<file path="src/rtl/stage_wb_arb_if.sv">
// Producer-side write-back bus for stage_wb_arb: per-source valid/ready handshake and result fields.
interface stage_wb_arb_if #(
  parameter int NUM_SRC  = 3,
  parameter int XLEN     = 32,
  parameter int PC_WIDTH = 32
);
  logic [NUM_SRC-1:0]               src_valid;
  logic [NUM_SRC-1:0]               src_ready;
  logic [NUM_SRC-1:0]               src_reg_write;
  logic [NUM_SRC-1:0][4:0]          src_rd_addr;
  logic [NUM_SRC-1:0][1:0]          src_wb_src;
  logic [NUM_SRC-1:0][XLEN-1:0]     src_alu_result;
  logic [NUM_SRC-1:0][XLEN-1:0]     src_mem_data;
  logic [NUM_SRC-1:0][PC_WIDTH-1:0] src_pc_plus_4;

  modport master (
    output src_valid, src_reg_write, src_rd_addr, src_wb_src,
           src_alu_result, src_mem_data, src_pc_plus_4,
    input  src_ready
  );

  modport slave (
    input  src_valid, src_reg_write, src_rd_addr, src_wb_src,
           src_alu_result, src_mem_data, src_pc_plus_4,
    output src_ready
  );
endinterface

</file>
<file path="src/rtl/stage_wb_arb.sv">
// Multi-source write-back arbiter: per-source FIFOs drained one entry per cycle into the register file.
// Define WB_ARB_RR_EN for round-robin arbitration; otherwise fixed priority (lowest index wins).
module stage_wb_arb #(
  parameter int XLEN     = 32,
  parameter int PC_WIDTH = 32,
  parameter int NUM_SRC  = 3,
  parameter int DEPTH    = 2
) (
  input  logic              clk,
  input  logic              rst_n,
  stage_wb_arb_if.slave     src,
  input  logic              flush,
  output logic              rf_wen,
  output logic [4:0]        rf_waddr,
  output logic [XLEN-1:0]   rf_wdata,
  output logic              busy,
  output logic [31:0]       rd_pending
);
  localparam int AW = $clog2(DEPTH);
  localparam int PW = AW + 1;
  localparam int GW = (NUM_SRC > 1) ? $clog2(NUM_SRC) : 1;

  // wb_src encodings, matching riscv_pkg::wb_src_e
  localparam logic [1:0] WB_ALU = 2'd0;
  localparam logic [1:0] WB_MEM = 2'd1;
  localparam logic [1:0] WB_PC4 = 2'd2;

  logic [NUM_SRC-1:0]           empty;
  logic [NUM_SRC-1:0]           full;
  logic [NUM_SRC-1:0]           pop;
  logic [NUM_SRC-1:0][XLEN-1:0] head_data;
  logic [NUM_SRC-1:0][4:0]      head_rd;
  logic [NUM_SRC-1:0][31:0]     pend_src;

  logic                         grant_valid;
  logic [GW-1:0]                grant_idx;

  logic                         rf_wen_reg;
  logic [4:0]                   rf_waddr_reg;
  logic [XLEN-1:0]              rf_wdata_reg;

  generate
    for (genvar gi = 0; gi < NUM_SRC; gi++) begin : g_src
      logic [PW-1:0]       wr_ptr_reg;
      logic [PW-1:0]       rd_ptr_reg;
      logic [XLEN-1:0]     data_mem [DEPTH];
      logic [4:0]          rd_mem   [DEPTH];
      logic                accept;
      logic                enq;
      logic [PC_WIDTH-1:0] pc4;
      logic [XLEN-1:0]     sel_data;
      logic [31:0]         pend;

      assign full[gi]  = (wr_ptr_reg[AW] != rd_ptr_reg[AW]) &&
                         (wr_ptr_reg[AW-1:0] == rd_ptr_reg[AW-1:0]);
      assign empty[gi] = (wr_ptr_reg == rd_ptr_reg);

      assign src.src_ready[gi] = !full[gi] && !flush && rst_n;
      assign accept = src.src_valid[gi] && src.src_ready[gi];
      // Results that write nothing are consumed here and never occupy a slot
      assign enq    = accept && src.src_reg_write[gi] && (src.src_rd_addr[gi] != 5'd0);
      assign pc4    = src.src_pc_plus_4[gi];
      assign pop[gi] = grant_valid && !flush && (grant_idx == GW'(gi));

      always_comb begin
        case (src.src_wb_src[gi])
          WB_MEM:  sel_data = src.src_mem_data[gi];
          WB_PC4:  sel_data = XLEN'(pc4);
          default: sel_data = src.src_alu_result[gi];
        endcase
      end

      always_ff @(posedge clk) begin
        if (enq) begin
          data_mem[wr_ptr_reg[AW-1:0]] <= sel_data;
          rd_mem[wr_ptr_reg[AW-1:0]]   <= src.src_rd_addr[gi];
        end
      end

      always_ff @(posedge clk) begin
        if (!rst_n || flush) begin
          wr_ptr_reg <= '0;
          rd_ptr_reg <= '0;
        end else begin
          if (enq)     wr_ptr_reg <= wr_ptr_reg + 1'b1;
          if (pop[gi]) rd_ptr_reg <= rd_ptr_reg + 1'b1;
        end
      end

      assign head_data[gi] = data_mem[rd_ptr_reg[AW-1:0]];
      assign head_rd[gi]   = rd_mem[rd_ptr_reg[AW-1:0]];

      // An entry is live when its distance from the read pointer is below the occupancy
      always_comb begin
        logic [PW-1:0] count;
        logic [AW-1:0] offset;
        pend   = '0;
        count  = wr_ptr_reg - rd_ptr_reg;
        offset = '0;
        for (int j = 0; j < DEPTH; j++) begin
          offset = AW'(j) - rd_ptr_reg[AW-1:0];
          if ({1'b0, offset} < count) pend[rd_mem[j]] = 1'b1;
        end
      end
      assign pend_src[gi] = pend;
    end
  endgenerate

`ifdef WB_ARB_RR_EN
  logic [GW-1:0] last_reg;

  always_comb begin
    int idx;
    grant_valid = 1'b0;
    grant_idx   = last_reg;
    idx         = 0;
    for (int k = 1; k <= NUM_SRC; k++) begin
      idx = (int'(last_reg) + k) % NUM_SRC;
      if (!grant_valid && !empty[GW'(idx)]) begin
        grant_valid = 1'b1;
        grant_idx   = GW'(idx);
      end
    end
  end

  always_ff @(posedge clk) begin
    if (!rst_n) begin
      last_reg <= GW'(NUM_SRC - 1);
    end else if (grant_valid && !flush) begin
      last_reg <= grant_idx;
    end
  end
`else
  always_comb begin
    grant_valid = 1'b0;
    grant_idx   = '0;
    for (int k = NUM_SRC - 1; k >= 0; k--) begin
      if (!empty[k]) begin
        grant_valid = 1'b1;
        grant_idx   = GW'(k);
      end
    end
  end
`endif

  // Address/data hold their last value when nothing is written
  always_ff @(posedge clk) begin
    if (!rst_n) begin
      rf_wen_reg   <= 1'b0;
      rf_waddr_reg <= '0;
      rf_wdata_reg <= '0;
    end else if (flush) begin
      rf_wen_reg   <= 1'b0;
    end else if (grant_valid) begin
      rf_wen_reg   <= 1'b1;
      rf_waddr_reg <= head_rd[grant_idx];
      rf_wdata_reg <= head_data[grant_idx];
    end else begin
      rf_wen_reg   <= 1'b0;
    end
  end

  always_comb begin
    rd_pending = '0;
    for (int i = 0; i < NUM_SRC; i++) rd_pending = rd_pending | pend_src[i];
    if (rf_wen_reg) rd_pending[rf_waddr_reg] = 1'b1;
    rd_pending[0] = 1'b0;
  end

  assign busy     = (|(~empty)) || rf_wen_reg;
  assign rf_wen   = rf_wen_reg;
  assign rf_waddr = rf_waddr_reg;
  assign rf_wdata = rf_wdata_reg;
endmodule

</file>
<file path="src/flat_wrapper.sv">
// flat-port wrapper written by rule: the top's interface ports become plain ports
module stage_wb_arb_flat 
#(
  parameter int XLEN     = 32,
  parameter int PC_WIDTH = 32,
  parameter int NUM_SRC  = 3,
  parameter int DEPTH    = 2
)
  (clk, rst_n, flush, rf_wen, rf_waddr, rf_wdata, busy, rd_pending, src_src_valid, src_src_reg_write, src_src_rd_addr, src_src_wb_src, src_src_alu_result, src_src_mem_data, src_src_pc_plus_4, src_src_ready);
  stage_wb_arb_if #(.NUM_SRC(NUM_SRC), .XLEN(XLEN), .PC_WIDTH(PC_WIDTH)) src_i ();
  input  logic clk;
  input  logic rst_n;
  input  logic flush;
  output logic rf_wen;
  output logic [4:0] rf_waddr;
  output logic [XLEN-1:0] rf_wdata;
  output logic busy;
  output logic [31:0] rd_pending;
  input wire logic [$bits(src_i.src_valid)-1:0] src_src_valid;
  input wire logic [$bits(src_i.src_reg_write)-1:0] src_src_reg_write;
  input wire logic [$bits(src_i.src_rd_addr)-1:0] src_src_rd_addr;
  input wire logic [$bits(src_i.src_wb_src)-1:0] src_src_wb_src;
  input wire logic [$bits(src_i.src_alu_result)-1:0] src_src_alu_result;
  input wire logic [$bits(src_i.src_mem_data)-1:0] src_src_mem_data;
  input wire logic [$bits(src_i.src_pc_plus_4)-1:0] src_src_pc_plus_4;
  output wire logic [$bits(src_i.src_ready)-1:0] src_src_ready;
  assign src_i.src_valid = src_src_valid;
  assign src_i.src_reg_write = src_src_reg_write;
  assign src_i.src_rd_addr = src_src_rd_addr;
  assign src_i.src_wb_src = src_src_wb_src;
  assign src_i.src_alu_result = src_src_alu_result;
  assign src_i.src_mem_data = src_src_mem_data;
  assign src_i.src_pc_plus_4 = src_src_pc_plus_4;
  assign src_src_ready = src_i.src_ready;
  stage_wb_arb #(.XLEN(XLEN), .PC_WIDTH(PC_WIDTH), .NUM_SRC(NUM_SRC), .DEPTH(DEPTH)) u_core (.clk(clk), .rst_n(rst_n), .src(src_i), .flush(flush), .rf_wen(rf_wen), .rf_waddr(rf_waddr), .rf_wdata(rf_wdata), .busy(busy), .rd_pending(rd_pending));
endmodule
</file>
<file path="config.mk">
export PLATFORM = sky130hd
export DESIGN_NAME = stage_wb_arb_flat
export DESIGN_NICKNAME = d
export VERILOG_FILES = /design/src/rtl/stage_wb_arb_if.sv /design/src/rtl/stage_wb_arb.sv /design/src/flat_wrapper.sv
export SDC_FILE = /design/constraint.sdc
export NUM_CORES = 1
export LEC_CHECK = 0
export CAP_MARGIN = 20
export CORE_MARGIN = 4
export CORE_UTILIZATION = 40
export CTS_BUF_LIST = sky130_fd_sc_hd__clkbuf_2
export DETAILED_ROUTE_END_ITERATION = 10
export PLACE_DENSITY = 0.68
export SYNTH_ARGS = -nofsm -noshare
export SYNTH_HDL_FRONTEND = slang
export SYNTH_SLANG_ARGS = --single-unit
</file>
<file path="constraint.sdc">
create_clock -name clk -period 5.4 [get_ports clk]
set_input_delay 0.54 -clock clk [delete_from_list [all_inputs] [get_ports clk]]
set_output_delay 0.54 -clock clk [all_outputs]
set_load 0.1 [all_outputs]
</file>
Word level (Yosys, flattened, before mapping):

Memory sizes are Yosys's and may differ from the RTL's. A register that Yosys moved wholly into a read port is not among the register bits.
Index checks and enable logic that the tools add are counted.

* RAM bits: 222
* output and inout port bits: 74
* register bits after elaboration: 50
* input port bits: 318
* word-level logic and storage cells: 173
* memories kept: 6

Memory list
* u_core.g_src[0].data_mem: depth 2, width 32, read ports 1, clocked after Yosys merged registers in 1, write ports 1, line stage_wb_arb.sv:46 `logic [XLEN-1:0] data_mem [DEPTH];`
* u_core.g_src[1].data_mem: depth 2, width 32, read ports 1, clocked after Yosys merged registers in 1, write ports 1, line stage_wb_arb.sv:46
* u_core.g_src[2].data_mem: depth 2, width 32, read ports 1, clocked after Yosys merged registers in 1, write ports 1, line stage_wb_arb.sv:46
* u_core.g_src[0].rd_mem: depth 2, width 5, read ports 3, clocked after Yosys merged registers in 1, write ports 1, line stage_wb_arb.sv:47 `logic [4:0] rd_mem [DEPTH];`
* u_core.g_src[1].rd_mem: depth 2, width 5, read ports 3, clocked after Yosys merged registers in 1, write ports 1, line stage_wb_arb.sv:47
* u_core.g_src[2].rd_mem: depth 2, width 5, read ports 3, clocked after Yosys merged registers in 1, write ports 1, line stage_wb_arb.sv:47

* magnitude comparators: 21
* mux-type cells: 53
* add/sub/neg operators: 15
* bitwise logic cells: 9
* eq/ne operators: 17
* reduce and logical (&&, ||, !) cells: 43

Operator list (number)
* $mux 32: 8
* $or 32x32->32: 6
* $pmux 32 s2: 3
* $bmux 32 s2: 1
* $lt 5x6->1 const B: 7
* $demux 1 s5: 7
* $ge 5x1->1 const B: 7
* $logic_and 1x1->1: 29
* $mux 1: 29
* $reduce_bool 5->1: 3
* $add 2x1->2 const B: 6
* $lt 1x2->1: 6
* $bmux 5 s2: 1
* $eq 2x1->1 const B: 4
* $eq 2x2->1 const B: 4
* $eq 2x2->1: 3
* $mux 2: 3
* $sub 1x1->1 const A: 6
* $sub 2x2->2: 3
* $logic_not 1->1: 5
* $mux 5: 1
* $eq 1x1->1: 3
* $lt 2x3->1 const B: 1
* $ne 1x1->1: 3
* 7 further kinds: 9

Logic depth before layout (Yosys ltp):

Gate-level depths: netlist (run 1).
An unclocked memory read counts as a cell.

* word-level depth: 12
* depth in mapped cells: 9
* gate-level depth less buffers: 8

Worst setup path after synthesis (run 1):

Ideal clock, no wire load.

* path kind: input to register
* start point: input rst_n
* end point: memory u_core.g_src[2].data_mem[1][0], enable pin
* path buffers: 2
* required time: 5.000 ns
* arrival: 3.790 ns
* setup time: 0.400 ns
* path slack: 1.210 ns
* stages on the path: 5
* cell sequence: clkbuf_1 -> nand2b_1 -> clkbuf_1 -> a21oi_1 -> and3_1

* cells in the longest elaborated chain, start to end: 6

RTL lines
* from (decl): line flat_wrapper.sv:12 `input logic rst_n;`
* $logic_and 1x1->1: line stage_wb_arb.sv:58 `assign src.src_ready[gi] = !full[gi] && !flush && rst_n;`
* via src_src_ready[2]: line flat_wrapper.sv:26 `output wire logic [$bits(src_i.src_ready)-1:0] src_src_ready;`
* $logic_and 1x1->1: line stage_wb_arb.sv:59 `assign accept = src.src_valid[gi] && src.src_ready[gi];`
* $logic_and 1x1->1 (2 in a row): line stage_wb_arb.sv:61 `assign enq = accept && src.src_reg_write[gi] && (src.src_rd_addr[gi] != 5'd0);`
* $mux 1: line stage_wb_arb.sv:74 `if (enq) begin`
* $mux 1 (not written as such): line stage_wb_arb.sv:75 `data_mem[wr_ptr_reg[AW-1:0]] <= sel_data;`
* to (decl): line stage_wb_arb.sv:46

The timed path passes the listed nets, and every way through them passes these cells.

Final worst setup path (run 1):

* start point: register u_core.g_src[0].wr_ptr_reg[1]
* end point: output rd_pending[24]

* cells in the longest elaborated chain, start to end: 9
* elaborated cells on any way between the ends: 10
* classes of those cells: 1 x add/sub; 2 x order compare; 3 x mux; 4 x bitwise

RTL lines
* from (decl): line stage_wb_arb.sv:44 `logic [PW-1:0] wr_ptr_reg;`
* from (signal assigned): line stage_wb_arb.sv:85 `if (enq) wr_ptr_reg <= wr_ptr_reg + 1'b1;`
* $sub 2x2->2 (*): line stage_wb_arb.sv:98 `count = wr_ptr_reg - rd_ptr_reg;`
* $lt 1x2->1: line stage_wb_arb.sv:102 `if ({1'b0, offset} < count) pend[rd_mem[j]] = 1'b1;`
* $mux 32: line stage_wb_arb.sv:102
* $or 32x32->32 (no line)
* $mux 32 (*): line stage_wb_arb.sv:102
* $or 32x32->32 (*) (2 in a row): line stage_wb_arb.sv:165 `for (int i = 0; i < NUM_SRC; i++) rd_pending = rd_pending | pend_src[i];`
* $or 32x32->32 (no line)
* $mux 32 (*): line stage_wb_arb.sv:166 `if (rf_wen_reg) rd_pending[rf_waddr_reg] = 1'b1;`
* to (decl): line flat_wrapper.sv:18 `output logic [31:0] rd_pending;`

Every way passes the cells marked *; elsewhere a longest branch is shown, timed or not.

==> impl_metrics.env, run 1 <==
export IMPL_h_tree_depth=2
export IMPL_place_worst_setup_slack_ns=1.413
export IMPL_layout_setup_ws_ns=0.5150
export IMPL_synth_top_flop_cell="edfxtp_1"
export IMPL_p_seq_share_pct=55.1
export IMPL_crit_fanout=7
export IMPL_gp_congestion=0.9099
export IMPL_cts_repair_resized=0
export IMPL_period_needed_ns=4.885
export IMPL_post_cts_buffers=0
export IMPL_antenna_found_initial=12
export IMPL_first_pass_iters=8
export IMPL_grt_pass1_vias=12551
export IMPL_ys_warnings_count=0
export IMPL_switching_share_pct=27.57
export IMPL_routed_via_density=5.803
export IMPL_ys_types=49
export IMPL_start_kind="flop"
export IMPL_wl_per_cell_um=24.69
export IMPL_nNetsFinal=1978
export IMPL_clk_latency_ns=0.85
export IMPL_whs_ns=0.3179
export IMPL_path_class="reg2out"
export IMPL_fin_setup_tns_ns=0
export IMPL_ys_seq_elements=275
export IMPL_synth_async_reset_ratio_pct=0
export IMPL_drc=0
export IMPL_wirelength_mm=53.17
export IMPL_cts_clk_slew_worst_paths_ns=0.12
export IMPL_fp_coreArea_mm2=0.03463
export IMPL_synth_area_per_cell_um2=11.10
export IMPL_num_rows=68
export IMPL_worstMarginPinSlew_ns=1.122
export IMPL_die_area_mm2=0.03819
export IMPL_p_clk_share_pct=28.1
export IMPL_power_frac_comb_pct=16.8
export IMPL_holdPathStages=1
export IMPL_via_count=12500
export IMPL_dp_hpwl_mm=40.26
export IMPL_drt_iter0_drc=993
export IMPL_worst_r2r_path_depth=4
export IMPL_arrival_ns=4.34
export IMPL_skew_ns=0.05298
export IMPL_ys_seq_area_share_pct=55.00
export IMPL_seqCellArea_mm2=0.007731
export IMPL_design_area_mm2=0.01890
export IMPL_internal_power_mw=3.120
export IMPL_outcome="finished, final reports clean"
export IMPL_drive_gt1_share_pct=14.29
export IMPL_start_util_pct=40.58
export IMPL_synthToLayoutAreaGrowth_pct=34.51
export IMPL_endpoint_kind="primary output"
export IMPL_synth_cells=1266
export IMPL_hold_buffers=0
export IMPL_power_switching_mw=1.187
export IMPL_slew_headroom_pct=24.65
export IMPL_rsz0062_at_grt="false"
export IMPL_pin_count=392
export IMPL_die_x_um=195.4
export IMPL_hold_violations=0
export IMPL_fmax_mhz=204.7
export IMPL_peakVddDrop_uv=131.6
export IMPL_power_leakage_nw=6.396
export IMPL_fillCellCount=3040
export IMPL_power_density_mw_per_mm2=227.9
export IMPL_synth_edff_count=222
export IMPL_clock_root_buffer="clkbuf_2"
export IMPL_maxCapViolations=0
export IMPL_setup_violations_final=0
export IMPL_largest_reg_flops=192
export IMPL_cts_sinks=275
export IMPL_drv_slew=0
export IMPL_grt_pass1_wl_mm=77.71
export IMPL_fp_dieH_um=195.4
export IMPL_grt_total_usage_pct=26.40
export IMPL_grt_max_degree=65
export IMPL_holdCritPathClass="in2reg"
export IMPL_cts_tree="done"
export IMPL_dpl_instance_area_mm2=0.01830
export IMPL_overflow=0
export IMPL_worstPathRequired_ns=4.86
export IMPL_ant_nets=0
export IMPL_portBuffers=390
export IMPL_clock_path_buffers=3
export IMPL_cts_buffers=60
export IMPL_synthesis_area_mm2=0.01405
export IMPL_synth_nets=1599
export IMPL_min_period_over_period_pct=90.46
export IMPL_multi_input_area_mm2=0.005871
-- path summary, 6_finish.rpt --
check,startpoint,endpoint,slack [ns]
worst min-delay path,src_src_rd_addr[2],u_core.g_src[0].rd_mem[0][2]$_DFFE_PP_,0.32
worst max register to register,u_core.g_src[0].rd_ptr_reg[0]$_SDFFE_PP0P_,u_core.g_src[0].data_mem[1][8]$_DFFE_PP_,2.89
worst min register to register,u_core.g_src[2].wr_ptr_reg[1]$_SDFFE_PP0P_,u_core.g_src[2].wr_ptr_reg[1]$_SDFFE_PP0P_,0.49
worst max-delay path,u_core.g_src[0].wr_ptr_reg[1]$_SDFFE_PP0P_,rd_pending[24],0.52
-- layout make-up --
type	instances	share of cell area [%]
flip-flops and latches	275	40.90
repair buffers	412	21.66
well taps	455	3.012
clock buffers	89	2.357
multi-input cells	872	31.06
diodes	5	0.06620
clock inverters	22	0.4634
inverters	24	0.4766
-- through the flow --
step / total power, mW / std cells / util (%)
6_report: 4.307 / 2154 / 54.58
5_1_grt: 4.509 / 2152 / 54.57
4_1_cts: 4.338 / 2146 / 54.38
3_5_place_dp: 3.137 / 2035 / 52.84
3_3_place_gp: 3.125 / 2034 / 52.83
2_1_floorplan: 2.749 / 1266 / -
-- cell usage in the layout, fill, tap and decap left out, drive strengths merged, types with 3 or more instances in the layout --
cell type / synthesis / routed
clkdlybuf4s50: 0 / 387
edfxtp: 222 / 222
nand2: 143 / 143
a22oi: 139 / 139
o21ai: 110 / 110
mux2: 100 / 100
clkbuf: 78 / 89
a21oi: 65 / 65
dfxtp: 53 / 53
o22ai: 46 / 46
nor2: 37 / 37
o221ai: 32 / 32
inv: 24 / 26
buf: 17 / 25
nor3b: 23 / 23
nand3: 21 / 21
clkinv: 0 / 20
a221oi: 19 / 19
ha: 15 / 15
nor3: 14 / 14
mux2i: 13 / 13
and3: 13 / 13
nand4: 11 / 11
and3b: 10 / 10
nand3b: 9 / 9
or3b: 8 / 8
or3: 8 / 8
diode: 0 / 5
o22a: 5 / 5
o21a: 4 / 4
o2bb2ai: 3 / 3
o311a: 3 / 3
xnor2: 3 / 3
-- synth_stat cells (2+ instances only) --
master | count | area share, %
nor3b_1 | 23 | 1.2
mux2_2 | 100 | 8.0
xnor2_1 | 2 | 0.12
inv_1 | 23 | 0.61
and3b_1 | 10 | 0.62
xor2_1 | 2 | 0.12
o22a_1 | 5 | 0.31
nor2_1 | 37 | 0.99
mux2i_1 | 13 | 0.93
buf_1 | 5 | 0.13
nand3_1 | 21 | 0.75
a22oi_1 | 139 | 7.4
buf_2 | 11 | 0.39
nand2_1 | 143 | 3.8
clkbuf_1 | 77 | 2.1
or3_1 | 8 | 0.36
o21a_1 | 4 | 0.21
nand3b_1 | 9 | 0.48
a221oi_1 | 19 | 1.2
a222oi_1 | 2 | 0.14
o22ai_1 | 46 | 2.0
edfxtp_1 | 222 | 47
or4_1 | 2 | 0.11
o21ai_0 | 110 | 3.9
nor2b_1 | 2 | 0.089
a21oi_1 | 65 | 2.3
dfxtp_1 | 53 | 7.6
o221ai_1 | 32 | 2.0
ha_1 | 15 | 1.3
and3_1 | 13 | 0.58
o2bb2ai_1 | 3 | 0.19
or3b_2 | 8 | 0.50
nor3_1 | 14 | 0.50
nand4_1 | 11 | 0.49
o311a_1 | 3 | 0.21
-- per-layer routing --
layer	GRT usage (%)	up-vias	share of wire [%]	wire length [µm]
met5	0	-	0.16	83
met4	7.861	12	2.8	1505
met3	6.263	111	7.4	3927
met2	48.53	572	52	27730
met1	30.47	6021	37	19930
li1	-	5784	-	-
-- cell families (layout without fill, tap and decap cells) --
family,after synthesis,count (layout),synth area share (%)
buffers and inverters,119,547,3.313
other,1,6,0.02669
and+or+nand+nor,303,303,10.60
xor gates and xnor gates,5,5,0.3652
adders and majority gates,15,15,1.336
DFF,275,275,55.00
muxes,113,113,8.940
AOI/OAI and AO/OA,435,435,20.43
-- worst max-delay path, stage by stage, from the launching register on --
cell and delay [ns]:
dfxtp_1 0.39, xor2_1 0.30, inv_2 0.13, ha_1 0.26, nor3_1 0.83, a221oi_1 0.27
nand3_1 0.16, clkdlybuf4s50_1 1.15
-- power by group through the flow --
| stage | combinational, mW | sequential, mW | clock [mW] |
|---|---|---|---|
| finish | 0.722 | 2.37 | 1.21 |
| CTS | 0.718 | 2.37 | 1.25 |
| floorplan | 0.253 | 2.50 | 0 |
| detailed placement | 0.716 | 2.42 | 0 |
| global placement | 0.705 | 2.42 | 0 |
| global route | 0.770 | 2.38 | 1.36 |
(Power assumes the default switching activity.)
==> run 2, diff against run 1 <==
--- a/config.mk
+++ b/config.mk
@@ -10,7 +10,9 @@
 export CORE_UTILIZATION = 40
 export CTS_BUF_LIST = sky130_fd_sc_hd__clkbuf_2
 export DETAILED_ROUTE_END_ITERATION = 10
-export PLACE_DENSITY = 0.68
+export DONT_BUFFER_PORTS = 1
+export PLACE_DENSITY = 0.53
+export REMOVE_ABC_BUFFERS = 1
 export SYNTH_ARGS = -nofsm -noshare
 export SYNTH_HDL_FRONTEND = slang
 export SYNTH_SLANG_ARGS = --single-unit
==> run 2 against run 1 <==
Against the previous run: largest cell class unchanged; register-to-register slack got worse by 0.19 ns; clock skew is 0.0085 ns lower; wire length decreased by 7.0%.
==> impl_metrics.env, run 2 (synthesis results as in run 1) <==
export IMPL_die_x_um=195.4
export IMPL_path_buf_inv=1
export IMPL_antenna_found_initial=2
export IMPL_cts_tree="done"
export IMPL_endpoint_kind="primary output"
export IMPL_portBuffers=0
export IMPL_path_class="reg2out"
export IMPL_seqCellArea_mm2=0.007731
export IMPL_dp_cells=1661
export IMPL_first_pass_iters=5
export IMPL_num_rows=68
export IMPL_peakVddDrop_uv=160.0
export IMPL_outcome="finished, final reports clean"
export IMPL_fp_coreArea_mm2=0.03463
export IMPL_worstPathRequired_ns=4.86
export IMPL_gp_congestion=0.9219
export IMPL_start_util_pct=40.58
export IMPL_clock_path_buffers=3
export IMPL_rrSetupSlack_ns=2.70
export IMPL_power_density_mw_per_mm2=263.3
export IMPL_layout_common_cells="222 x edfxtp_1, 143 x nand2_1, 139 x a22oi_1, 115 x dlygate4sd3_1, 110 x o21ai_0"
export IMPL_period_needed_ns=4.448
export IMPL_nNetsFinal=1731
export IMPL_grt_pass1_wl_mm=72.02
export IMPL_ant_nets=0
export IMPL_wl_per_cell_um=25.94
export IMPL_synthToLayoutAreaGrowth_pct=17.71
export IMPL_overflow=0
export IMPL_cts_buffers=71
export IMPL_skew_ns=0.04444
export IMPL_final_common_cell="edfxtp_1"
export IMPL_wirelength_mm=49.45
export IMPL_setup_violations_final=0
export IMPL_drt_iter0_drc=659
export IMPL_largest_reg_flops=192
export IMPL_min_to="u_core.g_src[2].data_mem[1][23]$_DFFE_PP_"
export IMPL_h_tree_depth=3
export IMPL_fp_dieH_um=195.4
export IMPL_drv_slew=0
export IMPL_holdCritPathClass="in2reg"
export IMPL_r2r_end="u_core.g_src[0].data_mem[1][18]$_DFFE_PP_"
export IMPL_worstMarginPinSlew_ns=1.075
export IMPL_rsz0062_at_grt="false"
export IMPL_multi_input_area_mm2=0.005888
export IMPL_clock_root_buffer="clkbuf_2"
export IMPL_hp_start="src_src_alu_result[87]"
export IMPL_path_delay_family="simple AND/OR/NAND/NOR gates"
export IMPL_drc=0
export IMPL_die_area_mm2=0.03819
export IMPL_drive_gt1_share_pct=19.25
export IMPL_slowest_delay_ns=0.84
export IMPL_critPathSlowestCell="nand3_1"
export IMPL_cts_clk_slew_worst_paths_ns=0.08
export IMPL_worst_r2r_path_depth=5
export IMPL_cts_repair_resized=0
export IMPL_dp_hpwl_mm=35.21
export IMPL_arrival_ns=3.91
export IMPL_whs_ns=0.06133
export IMPL_clk_latency_ns=0.81
export IMPL_place_worst_setup_slack_ns=1.806
export IMPL_routed_via_density=5.985
export IMPL_fin_setup_tns_ns=0
export IMPL_via_count=11407
export IMPL_power_leakage_nw=5.606
export IMPL_cts_sinks=275
export IMPL_regToRegStartpoint="u_core.g_src[0].rd_ptr_reg[0]$_SDFFE_PP0P_"
export IMPL_min_period_over_period_pct=82.38
export IMPL_start_kind="flop"
export IMPL_final_cells=1906
export IMPL_slew_headroom_pct=28.15
export IMPL_grt_max_degree=65
export IMPL_fmax_mhz=224.8
export IMPL_pin_count=392
export IMPL_cp_cell_sequence="xor2_1, inv_2, ha_1, nor2_1, nor3_1, a22oi_1, nand3_1"
export IMPL_crit_fanout=8
export IMPL_holdPathStages=2
export IMPL_maxCapViolations=0
export IMPL_layout_setup_ws_ns=0.9516
export IMPL_fillCellCount=3219
export IMPL_hold_violations=0
export IMPL_grt_pass1_vias=11691
export IMPL_grt_total_usage_pct=24.70
-- run 2: area by class of cell --
class / count / area share [%]
antenna: 2 / 0.03026
inverter: 24 / 0.5447
tap: 455 / 3.442
multi-input combinational: 872 / 35.60
sequential: 275 / 46.74
clock inverter: 16 / 0.7338
clock buffer: 108 / 3.268
timing repair buffer: 154 / 9.638
-- run 2: worst max-delay path by stage --
| stage | start | end | slack (ns) | depth (start not counted) |
|---|---|---|---|---|
| final | u_core.g_src[0].rd_ptr_reg[1]$_SDFFE_PP0P_ | rd_pending[1] | 0.95 | 7 |
| after global routing | u_core.g_src[0].rd_ptr_reg[1]$_SDFFE_PP0P_ | rd_pending[21] | 0.65 | 7 |
| after CTS | u_core.g_src[0].rd_ptr_reg[1]$_SDFFE_PP0P_ | rd_pending[1] | 0.88 | 7 |
| after detailed placement | u_core.g_src[0].rd_ptr_reg[1]$_SDFFE_PP0P_ | rd_pending[1] | 1.81 | 7 |
| after global placement | u_core.g_src[0].wr_ptr_reg[1]$_SDFFE_PP0P_ | rd_pending[17] | 1.80 | 7 |
| after floorplan | flush | u_core.g_src[0].data_mem[1][0]$_DFFE_PP_ | 1.41 | 3 |
-- run 2: report_power, final --
group / leakage (nW) / switching, mW / internal [mW]
logic: 2.65 / 0.279 / 0.173
clock network: 0.503 / 0.829 / 0.623
registers: 2.45 / 0.103 / 2.35
-- run 2: worst reg2reg max path, stage by stage (launching register included) --
cell and delay [ns]:
dfxtp_1 0.39, inv_1 0.10, ha_1 0.39, a21oi_2 0.14, buf_4 0.33, and3_2 0.95
-- run 2: stage by stage --
| step | power (mW) | utilization [%] | instance area (µm²) |
|---|---|---|---|
| 6_report | 4.356 | 47.76 | 16540 |
| 2_1_floorplan | 2.734 | - | 13680 |
| 3_3_place_gp | 2.852 | 41.84 | 14490 |
| 5_1_grt | 4.570 | 47.76 | 16540 |
| 3_5_place_dp | 2.862 | 42.25 | 14630 |
| 4_1_cts | 4.400 | 47.52 | 16450 |
-- run 2: what timing repair did --
action,CTS,global route
hold buffers,115,1
setup buffers,0,0
endpoints found under the hold margin,234,8
-- run 2: per-layer routing --
| layer | global-route usage [%] | vias to the layer above | part of all wire (%) |
|---|---|---|---|
| met5 | 0 | - | 0 |
| met4 | 9.568 | 0 | 3.4 |
| met3 | 5.210 | 107 | 6.1 |
| met2 | 45.12 | 470 | 53 |
| met1 | 28.22 | 5557 | 37 |
| li1 | - | 5273 | - |
